<file path="config.mk">
export PLATFORM = sky130hd
export DESIGN_NAME = usb_rx_decoder
export DESIGN_NICKNAME = d
export VERILOG_FILES = /design/src/rtl/usb_rx_decoder_pkg.sv /design/src/rtl/usb_dpll.sv /design/src/rtl/usb_rx_decoder.sv
export SDC_FILE = /design/constraint.sdc
export NUM_CORES = 1
export LEC_CHECK = 0
export BUFFER_PORTS_ARGS = -buffer_cell sky130_fd_sc_hd__clkbuf_2
export CAP_MARGIN = 10
export CELL_PAD_IN_SITES_DETAIL_PLACEMENT = 0
export CELL_PAD_IN_SITES_GLOBAL_PLACEMENT = 2
export CORE_ASPECT_RATIO = 1.75
export CORE_MARGIN = 4
export CORE_UTILIZATION = 31
export CTS_CLUSTER_DIAMETER = 120
export DETAILED_ROUTE_END_ITERATION = 12
export GPL_TIMING_DRIVEN = 0
export PLACE_DENSITY_LB_ADDON = 0.1
export SYNTH_ARGS = -nofsm -noshare
export SYNTH_HDL_FRONTEND = slang
export SYNTH_SLANG_ARGS = --single-unit
</file>
<file path="constraint.sdc">
create_clock -name clk -period 2.14 [get_ports clk]
set_clock_uncertainty 0.05 [all_clocks]
set_input_delay 0.428 -clock clk [delete_from_list [all_inputs] [get_ports clk]]
set_output_delay 0.428 -clock clk [all_outputs]
set_load 0.01 [all_outputs]
</file>
<file path="src/rtl/usb_rx_decoder_pkg.sv">
// USB full-speed receive decoder shared types.
// Line levels, receiver states and default timing.
package usb_rx_decoder_pkg;

  localparam logic LINE_J = 1'b1;
  localparam logic LINE_K = 1'b0;

  localparam int CLKS_PER_BIT_DEF = 4;

  typedef enum logic [1:0] {
    IDLE,
    SYNC,
    DATA,
    EOP
  } rx_state_t;

endpackage

</file>
<file path="src/rtl/usb_dpll.sv">
// Digital clock recovery for the USB receive path.
// Edges resync the phase; strobe marks the bit centre.
module usb_dpll #(
  parameter int CLKS_PER_BIT = 4
) (
  input  logic clk,
  input  logic rst_n,
  input  logic d,
  input  logic se0,
  output logic strobe
);

  localparam int PW = $clog2(CLKS_PER_BIT);

  logic [PW-1:0] phase_q;
  logic [PW-1:0] phase;
  logic          d_q;
  logic          edge_det;

  // An edge forces phase 0 this cycle, so it also masks a strobe.
  always_comb begin
    edge_det = (d != d_q) && !se0;
    phase    = edge_det ? '0 : phase_q;
    strobe   = (phase == PW'(CLKS_PER_BIT / 2));
  end

  // Phase counter and previous line level.
  always_ff @(posedge clk) begin
    if (!rst_n) begin
      phase_q <= '0;
      d_q     <= 1'b1;
    end else begin
      d_q <= d;
      if (phase == PW'(CLKS_PER_BIT - 1))
        phase_q <= '0;
      else
        phase_q <= phase + PW'(1);
    end
  end

endmodule

</file>
<file path="src/rtl/usb_rx_decoder.sv">
// USB receive decoder: NRZI, SYNC, unstuffing, EOP.
// Emits a strobed bit stream with framing and errors.
module usb_rx_decoder
  import usb_rx_decoder_pkg::*;
#(
  parameter int CLKS_PER_BIT   = CLKS_PER_BIT_DEF,
  parameter int STUFF_LEN      = 6,
  parameter int SYNC_MIN_ZEROS = 3
) (
  input  logic clk,
  input  logic rst_n,
  input  logic en,
  input  logic d,
  input  logic se0,
  output logic rx_valid,
  output logic rx_data,
  output logic rx_active,
  output logic eop,
  output logic rx_error
);

  localparam int OW = $clog2(STUFF_LEN + 1);
  localparam int ZW = $clog2(SYNC_MIN_ZEROS + 1);

  rx_state_t state_q, state_d;
  logic          level_q, level_d;
  logic          d_q;
  logic [OW-1:0] ones_q, ones_d;
  logic [ZW-1:0] zeros_q, zeros_d;
  logic          valid_d, data_d, active_d;
  logic          eop_d, err_d;
  logic          strobe;
  logic          bit_dec;
  logic          k_edge;
  logic          ones_full;

  usb_dpll #(
    .CLKS_PER_BIT(CLKS_PER_BIT)
  ) u_dpll (
    .clk   (clk),
    .rst_n (rst_n),
    .d     (d),
    .se0   (se0),
    .strobe(strobe)
  );

  // Next state, counters and output values.
  always_comb begin
    state_d   = state_q;
    level_d   = level_q;
    ones_d    = ones_q;
    zeros_d   = zeros_q;
    valid_d   = 1'b0;
    data_d    = 1'b0;
    active_d  = rx_active;
    eop_d     = 1'b0;
    err_d     = 1'b0;
    bit_dec   = (d == level_q);
    k_edge    = (d != d_q) && !se0 && (d == LINE_K);
    ones_full = (ones_q == OW'(STUFF_LEN));
    if (strobe)
      level_d = d;
    if (!en) begin
      state_d  = IDLE;
      ones_d   = '0;
      zeros_d  = '0;
      active_d = 1'b0;
    end else begin
      unique case (state_q)
        IDLE: begin
          active_d = 1'b0;
          if (k_edge) begin
            state_d = SYNC;
            zeros_d = '0;
          end
        end
        SYNC: begin
          active_d = 1'b0;
          if (strobe) begin
            if (se0) begin
              state_d = IDLE;
            end else if (!bit_dec) begin
              if (zeros_q != ZW'(SYNC_MIN_ZEROS))
                zeros_d = zeros_q + ZW'(1);
            end else if (zeros_q >= ZW'(SYNC_MIN_ZEROS)) begin
              state_d = DATA;
              ones_d  = '0;
            end else begin
              state_d = IDLE;
            end
          end
        end
        DATA: begin
          if (strobe) begin
            if (se0) begin
              state_d = EOP;
            end else if (bit_dec && ones_full) begin
              err_d    = 1'b1;
              active_d = 1'b0;
              state_d  = IDLE;
            end else if (bit_dec) begin
              ones_d   = ones_q + OW'(1);
              valid_d  = 1'b1;
              data_d   = 1'b1;
              active_d = 1'b1;
            end else if (ones_full) begin
              ones_d = '0;
            end else begin
              ones_d   = '0;
              valid_d  = 1'b1;
              active_d = 1'b1;
            end
          end
        end
        EOP: begin
          if (strobe && !se0) begin
            state_d  = IDLE;
            active_d = 1'b0;
            if (d == LINE_J)
              eop_d = 1'b1;
            else
              err_d = 1'b1;
          end
        end
        default: state_d = IDLE;
      endcase
    end
  end

  // State, counters and registered outputs.
  always_ff @(posedge clk) begin
    if (!rst_n) begin
      state_q   <= IDLE;
      level_q   <= LINE_J;
      d_q       <= LINE_J;
      ones_q    <= '0;
      zeros_q   <= '0;
      rx_valid  <= 1'b0;
      rx_data   <= 1'b0;
      rx_active <= 1'b0;
      eop       <= 1'b0;
      rx_error  <= 1'b0;
    end else begin
      state_q   <= state_d;
      level_q   <= level_d;
      d_q       <= d;
      ones_q    <= ones_d;
      zeros_q   <= zeros_d;
      rx_valid  <= valid_d;
      rx_data   <= data_d;
      rx_active <= active_d;
      eop       <= eop_d;
      rx_error  <= err_d;
    end
  end

endmodule

</file>
==> flow_metrics.tcl, run 1 <==
set metrics [dict create \
    yosys.area_share.simple 0.250 \
    drive_above_1_share 0.210 \
    drtIter0Drc 20 \
    rsz0062_at_grt "no" \
    final_nets 117 \
    cts_buffer_depth 2 \
    die_y_microns 78.9 \
    htree_levels 1 \
    routed_wirelength_mm 2.19 \
    portBuffers 7 \
    synth-xor-area-share 0.0464 \
    grt_max_degree 11 \
    synth.top_cell.area_share 0.360 \
    p_leak_nw 0.399 \
    tns_ps 0 \
    yosysMostFrequentCell "dfxtp_1" \
    max_stage_delay_ps 450 \
    clock_sinks 16 \
    synthToLayoutAreaGrowth_pct 13.9 \
    postRouteAntennaNets 0 \
    ctsRootBufferMaster "clkbuf_8" \
    synthArstFlopShare 0 \
    synthAdderAreaFrac 0.0844 \
    synth_edf_count 0 \
    worstPathMaxFanout 9 \
    diodes 0 \
    start_util 0.327 \
    path_cells "buf_2 > xnor2_1 > o21ai_1 > ha_1 > and4bb_2 > o21ai_2 > a2111o_1 > a21oi_2" \
    dr.pass1.iters 4 \
    synth_area_leaders "dfxtp_1 (36%), ha_1 (8.4%), a2111o_1 (3.8%)" \
    finalCriticalPeriod_ps 2070 \
    crit_buf_inv 1 \
    syn_area_sq_um 890 \
    cp_slowest_cell "a2111o_1" \
    ys_types 39 \
    timing.final.max_slew_violations 0 \
    synth_common_cells "dfxtp_1 (16), nand2_1 (8), ha_1 (6)" \
    clkLatencyLatePin_ps 260 \
    clk_pin_slew_ps 70 \
    coreArea_sq_um 2720 \
    maxCapViolations 0 \
    synthMuxAreaShare 0.0225 \
    yosys_warnings 0 \
    crit_family "compound AO/OA/AOI/OAI gates" \
    grt_pass1_wl_mm 3.48 \
    fin_area_sq_um 1010 \
    r2r_cells 7 \
    cts_buffers 3 \
    ctsHoldBuffers 0 \
    grt_overflow 0 \
    fill_cells 298 \
    synth_compound_area_frac 0.193 \
    min_from "rst_n" \
    setup_viol 0 \
    placed_area_sq_um 958 \
    fin_crit_sh 0.968 \
    min_path_cells 2 \
    syn_inst 94 \
    cts_tree "done" \
    arrival_ps 2210 \
    gp_congestion 0.714 \
    post_cts_buffers 0 \
    synth-seq-cells 16 \
    r2r-start "u_dpll.d_q" \
    power_density_nw_per_um2 656 \
    synth_top_family_by_area "simple AND/OR/NAND/NOR gates" \
    ys.flop_type "dfxtp_1" \
    ios 10 \
    fmax_ghz 0.483 \
    drc 0 \
    rows 25 \
    vdd_drop_max_v 0.000265 \
    grtUsageTotal 0.120 \
    max_slew_margin 0.639 \
    die_x_microns 48.5 \
    routedWlPerCell_microns 16.6 \
    dieArea_sq_um 3820 \
    synth.net_count 105 \
    cts_resized 0 \
    grt_antenna_before_repair 0 \
    avgViaCountPerCell 5.61 \
    hold_viol_final 0 \
    crit_type "in2reg" \
    cp-startpoint "d" \
    vias 740 \
    critPathLaunchType "input pin" \
    syn_avg_cell_area_sq_um 9.46 \
    grt_pass1_vias 675 \
    synth_top_area_cell "dfxtp_1" \
    outcome "finished, final reports clean" \
    endpoint_kind "flop" \
    cp_num_cells 8 \
    hp-class "in2reg" \
    tightest_slew_ps 539 \
    yosysSeqAreaShare 0.360 \
    worst_ep_required_time_ps 2280 \
    hpwlAfterDp_mm 1.63 \
]
## cells by family after synthesis
group,Yosys count
AOI/OAI and AO/OA,23
xor gates and xnor gates,3
adders and majority gates,6
buffers and inverters,9
DFF,16
muxes,2
and+or+nand+nor,35
## final timing paths
path | end | slack (ps)
max | ones_q[1] | 70
min | u_dpll.d_q | 340
max reg2reg | ones_q[1] | 120
min reg2reg | zeros_q[1] | 410
## power breakdown
part	switching [mW]	internal, mW	leakage (nW)
combinational	0.0453	0.0272	0.240
clock	0.117	0.164	0.0288
sequential	0.00605	0.305	0.130
total	0.168	0.496	0.399
## registers in the layout (all words and copies together), names as in the netlist, 2 cells and up
signal and flops:
ones_q 3, zeros_q 2, u_dpll.phase_q 2, state_q 2
## layout by cell type (no fill, tap or decap), types with 2 or more instances in the layout
cell	n
a2111o_1	3
a21oi_1	5
a31oi_1	2
and2_1	3
and3_1	3
buf_2	4
clkbuf_2	7
clkbuf_8	4
dfxtp_1	16
ha_1	6
inv_1	4
mux2i_1	2
nand2_1	8
nand2b_1	3
nand3_1	4
nand3b_1	2
nor3_1	2
nor3b_1	3
## stage by stage
| stage | instances | util | total power [mW] | setup slack (ps) | hold slack, ps |
|---|---|---|---|---|---|
| after floorplan | 94 | - | 0.370 | 12.7 | 388 |
| after global placement | 128 | 0.352 | 0.389 | -151 | 399 |
| after detailed placement | 128 | 0.352 | 0.391 | -172 | 407 |
| after CTS | 132 | 0.372 | 0.668 | 85.0 | 349 |
| after global routing | 132 | 0.372 | 0.693 | 4.94 | 352 |
| final | 132 | 0.372 | 0.665 | 68.6 | 344 |
## layer usage
| layer | share of wire | track usage | vias up |
|---|---|---|---|
| met4 | 0.025 | 0.0728 | 0 |
| met1 | 0.42 | 0.139 | 352 |
| met2 | 0.53 | 0.204 | 12 |
| met5 | 0 | 0 | - |
| met3 | 0.025 | 0.0169 | 5 |
| li1 | - | - | 371 |
## worst reg2reg max path, stage by stage (launching register included)
cell      delay, ps
dfxtp_1         320
xnor2_1         140
o21ai_1         240
ha_1            280
and4bb_2        260
o21ai_2         110
a2111o_1        450
a21oi_2         130
## final cells by class
class / count / area (sq um) / share of cell area
Multi-Input combinational cell: 69 / 531 / 0.523
Sequential cell: 16 / 320 / 0.316
Clock buffer: 4 / 55.1 / 0.0543
Timing Repair Buffer: 7 / 35.0 / 0.0346
Tap cell: 27 / 33.8 / 0.0333
Buffer: 5 / 23.8 / 0.0235
Inverter: 4 / 15.0 / 0.0148
No activity file was read; power rests on OpenSTA's default activity.
==> run 2, diff against run 1 <==
--- a/config.mk
+++ b/config.mk
@@ -5,7 +5,7 @@
 export SDC_FILE = /design/constraint.sdc
 export NUM_CORES = 1
 export LEC_CHECK = 0
-export BUFFER_PORTS_ARGS = -buffer_cell sky130_fd_sc_hd__clkbuf_2
+export BUFFER_PORTS_ARGS = -buffer_cell sky130_fd_sc_hd__buf_4
 export CAP_MARGIN = 10
 export CELL_PAD_IN_SITES_DETAIL_PLACEMENT = 0
 export CELL_PAD_IN_SITES_GLOBAL_PLACEMENT = 2
==> flow_metrics.tcl, run 2 (synthesis results as in run 1) <==
set metrics [dict create \
    fmax_ghz 0.489 \
    coreArea_sq_um 2720 \
    setup_viol 0 \
    final_util 0.382 \
    min_from "rst_n" \
    ios 10 \
    clock_sinks 16 \
    avgViaCountPerCell 5.55 \
    outcome "finished, final reports clean" \
    routedWlPerCell_microns 15.1 \
    largest_reg_flops 3 \
    grt_overflow 0 \
    arrival_ps 2180 \
    dieArea_sq_um 3820 \
    cp_slowest_cell "a2111o_1" \
    max_slew_margin 0.624 \
    cts_buffer_depth 2 \
    clkLatencyLatePin_ps 250 \
    setup_ws_ps 94.3 \
    crit_family "compound AO/OA/AOI/OAI gates" \
    final_nets 117 \
    drc 0 \
    htree_levels 1 \
    power_density_nw_per_um2 630 \
    timing.final.max_slew_violations 0 \
    final_common_cell "dfxtp_1" \
    pre_cts_slack_ps -160 \
    p_leak_nw 0.411 \
    whs_ps 332 \
    vias 733 \
    finalCriticalPeriod_ps 2050 \
    layout_common_cells "dfxtp_1 (16), nand2_1 (8), buf_4 (7)" \
    crit_buf_inv 1 \
    diodes 0 \
    hold_viol_final 0 \
    cts_buffers 3 \
    worst_ep_required_time_ps 2280 \
    drive_above_1_share 0.219 \
    cp_num_cells 8 \
    clk_pin_slew_ps 70 \
    die_x_microns 48.5 \
    grt_pass1_wl_mm 3.45 \
    critPathLaunchType "input pin" \
    power.total_mw 0.655 \
    drtIter0Drc 10 \
    hpwlAfterDp_mm 1.57 \
    top_register "ones_q" \
    cts_tree "done" \
    gp_congestion 0.720 \
    vdd_drop_max_v 0.000242 \
    post_cts_buffers 0 \
    regToRegSetupSlack_ps 150 \
    synthToLayoutAreaGrowth_pct 16.7 \
    fin_crit_sh 0.956 \
    worstPathMaxFanout 9 \
    r2r_cells 7 \
    grt_max_degree 11 \
    portBuffers 7 \
    ctsRootBufferMaster "clkbuf_8" \
    grtUsageTotal 0.117 \
    dp_cells 128 \
    r2r-start "u_dpll.d_q" \
    cp-endpoint "ones_q[1]" \
    reg2reg_to "ones_q[1]" \
    rows 25 \
    start_util 0.327 \
    tightest_slew_ps 561 \
    routed_wirelength_mm 2.00 \
    max_stage_delay_ps 450 \
    dr.pass1.iters 4 \
    stdcell_count 132 \
    rsz0062_at_grt "no" \
    grt_antenna_before_repair 0 \
    path_cells "buf_2 > xnor2_2 > o21ai_1 > ha_1 > and4bb_2 > o21ai_2 > a2111o_1 > a21oi_2" \
    endpoint_kind "flop" \
    hp-class "in2reg" \
    cp-startpoint "d" \
    postRouteAntennaNets 0 \
    die_y_microns 78.9 \
    crit_type "in2reg" \
    grt_pass1_vias 719 \
    maxCapViolations 0 \
]
## run 2: final cells by class
type	count	area, sq um
inverters	4	15.0
plain buffers	5	23.8
multi-input cells	69	538
fillers	287	1680
flip-flops and latches	16	320
repair buffers	7	52.6
clock buffers	4	55.1
well taps	27	33.8
## run 2: repair_timing
action                     CTS  global route
resized for setup            0             1
hold buffers                 0             0
setup endpoints to repair    0             3
## run 2: layer usage
metal / global-route usage / wire [microns]
met1: 0.133 / 761
met2: 0.195 / 1140
met3: 0.0169 / 56
met4: 0.0809 / 41
met5: 0 / 0
## run 2: worst min-delay path by stage
stage,end,slack [ps],cells after the start
finish,u_dpll.d_q,330,2
global route,u_dpll.d_q,330,2
floorplan,zeros_q[1],390,2
global placement,zeros_q[1],400,2
CTS,u_dpll.d_q,330,2
detailed placement,zeros_q[1],410,2
## run 2: worst register-to-register path, stage by stage (launching register included)
cell and delay (ps):
dfxtp_1 330, xnor2_2 140, o21ai_1 230, ha_1 270
and4bb_2 250, o21ai_2 100, a2111o_1 450, a21oi_2 130
## run 2: power by group
| group | switching [mW] | internal [mW] | leakage (nW) |
|---|---|---|---|
| Clock | 0.107 | 0.163 | 0.0288 |
| Combinational | 0.0433 | 0.0294 | 0.252 |
| Sequential | 0.00629 | 0.306 | 0.130 |
## run 2: stage by stage
stage | instance area (sq um) | TNS (ps)
2_1_floorplan | 890 | 0
3_3_place_gp | 976 | -486
3_5_place_dp | 976 | -545
4_1_cts | 1030 | 0
5_1_grt | 1040 | 0
6_report | 1040 | 0
==> run 3, diff against run 2 <==
--- a/config.mk
+++ b/config.mk
@@ -11,7 +11,8 @@
 export CELL_PAD_IN_SITES_GLOBAL_PLACEMENT = 2
 export CORE_ASPECT_RATIO = 1.75
 export CORE_MARGIN = 4
-export CORE_UTILIZATION = 31
+export CORE_UTILIZATION = 33
+export CTS_BUF_LIST = sky130_fd_sc_hd__clkbuf_2 sky130_fd_sc_hd__clkbuf_4 sky130_fd_sc_hd__clkbuf_8
 export CTS_CLUSTER_DIAMETER = 120
 export DETAILED_ROUTE_END_ITERATION = 12
 export GPL_TIMING_DRIVEN = 0
==> constraint.sdc (replaced) <==
create_clock -name clk -period 1.86 [get_ports clk]
set_clock_uncertainty 0.05 [all_clocks]
set_input_delay 0.372 -clock clk [delete_from_list [all_inputs] [get_ports clk]]
set_output_delay 0.372 -clock clk [all_outputs]
set_load 0.01 [all_outputs]
==> flow_metrics.tcl, run 3 (synthesis results as in run 1) <==
set metrics [dict create \
    die_y_microns 76.7 \
    ctsRootBufferMaster "clkbuf_8" \
    fmax_ghz 0.541 \
    htree_levels 1 \
    clock_sinks 16 \
    worstPathMaxFanout 6 \
    grtUsageTotal 0.136 \
    max_slew_margin 0.687 \
    diodes 0 \
    regToRegSetupSlack_ps 10 \
    power_density_nw_per_um2 651 \
    maxCapViolations 0 \
    finalCriticalPeriod_ps 1850 \
    gp_congestion 0.714 \
    top_register "ones_q" \
    fill_cells 257 \
    outcome "finished, final reports clean" \
    portBuffers 7 \
    placed_area_sq_um 1020 \
    grt_pass1_vias 704 \
    hpwlAfterDp_mm 1.52 \
    rsz0062_at_grt "yes" \
    cts_buffer_depth 2 \
    clk_pin_slew_ps 60 \
    avgViaCountPerCell 5.51 \
    layout_common_cells "dfxtp_1 (15), buf_4 (9), nand2_1 (8)" \
    fin_crit_sh 0.994 \
    tns_ps 0 \
    fin_area_sq_um 1130 \
    dieArea_sq_um 3620 \
    final_nets 119 \
    final_common_cell "dfxtp_1" \
    postRouteAntennaNets 0 \
    largest_reg_flops 3 \
    endpoint_kind "flop" \
    routedWlPerCell_microns 15.9 \
    dp_cells 127 \
    worst_ep_required_time_ps 2000 \
    crit_type "reg2reg" \
    grt_pass1_wl_mm 3.53 \
    die_x_microns 47.3 \
    setup_viol 0 \
    vias 727 \
    tightest_slew_ps 466 \
    start_util 0.349 \
    critPathLaunchType "flop" \
    whs_ps 272 \
    hp-class "in2reg" \
    dr.pass1.iters 4 \
    routed_wirelength_mm 2.09 \
    hold_viol_final 0 \
    grt_max_degree 11 \
    stdcell_count 132 \
    p_leak_nw 0.424 \
    ios 10 \
    timing.final.max_slew_violations 0 \
    cts_buffers 3 \
    cts_tree "done" \
    grt_antenna_before_repair 0 \
    arrival_ps 1990 \
    coreArea_sq_um 2550 \
    drtIter0Drc 20 \
    drive_above_1_share 0.302 \
    synthToLayoutAreaGrowth_pct 27.1 \
    drc 0 \
    clkLatencyLatePin_ps 250 \
    vdd_drop_max_v 0.000323 \
    rows 24 \
    grt_overflow 0 \
]
## run 3: cell types whose count changed in the layout (fill, tap and decap cells not counted), moves of 2 or more
cell and delta:
buf_4 +2, ha_1 -2, ha_4 +2, o21ai_4 +2
## run 3: cell type report
cell class	instances	area, sq um	area share
Buffer	5	38.8	0.0343
Inverter	4	15.0	0.0133
Multi-Input combinational cell	69	614	0.543
Tap cell	26	32.5	0.0288
Clock buffer	3	41.3	0.0365
Sequential cell	16	322	0.284
Timing Repair Buffer	9	67.6	0.0597
## run 3: final timing paths
check	start	end	depth (start not counted)
min reg2reg	zeros_q[1]	zeros_q[1]	2
max	u_dpll.d_q	ones_q[1]	7
max reg2reg	u_dpll.d_q	ones_q[1]	7
min	rst_n	u_dpll.d_q	2
## run 3: where the power goes
part	switching (mW)	internal, mW
Sequential	0.00957	0.352
Clock	0.114	0.144
Combinational	0.0629	0.0542
Total	0.187	0.550
## run 3: layer usage
metal	part of all wire	GRT usage	vias up
li1	-	-	372
met3	0.023	0.0211	5
met5	0	0	-
met2	0.52	0.215	12
met4	0.022	0.0665	0
met1	0.43	0.170	338
## run 3: metrics by stage
| step | setup WS, ps | power [mW] | utilization |
|---|---|---|---|
| 3_5_place_dp | -272 | 0.462 | 0.400 |
| 6_report | 11.0 | 0.737 | 0.443 |
| 4_1_cts | -88.7 | 0.736 | 0.430 |
| 5_1_grt | -73.8 | 0.768 | 0.443 |
| 2_1_floorplan | -63.4 | 0.439 | - |
| 3_3_place_gp | -252 | 0.462 | 0.400 |
## run 3: worst max-delay path, cell delays in order, from the launching register on
cell and delay, ps:
dfxtp_2 340, xnor2_4 140, o21ai_4 210, ha_4 190
and4bb_2 260, o21ai_4 90, a2111o_1 390, a21oi_2 110
## run 3: repair_timing
action | in CTS | in global routing
pin swaps | 3 | 3
endpoints found under the setup margin | 6 | 6
setup buffers | 1 | 1
gates resized for setup | 5 | 5
cloned | 0 | 0
hold buffers | 0 | 0
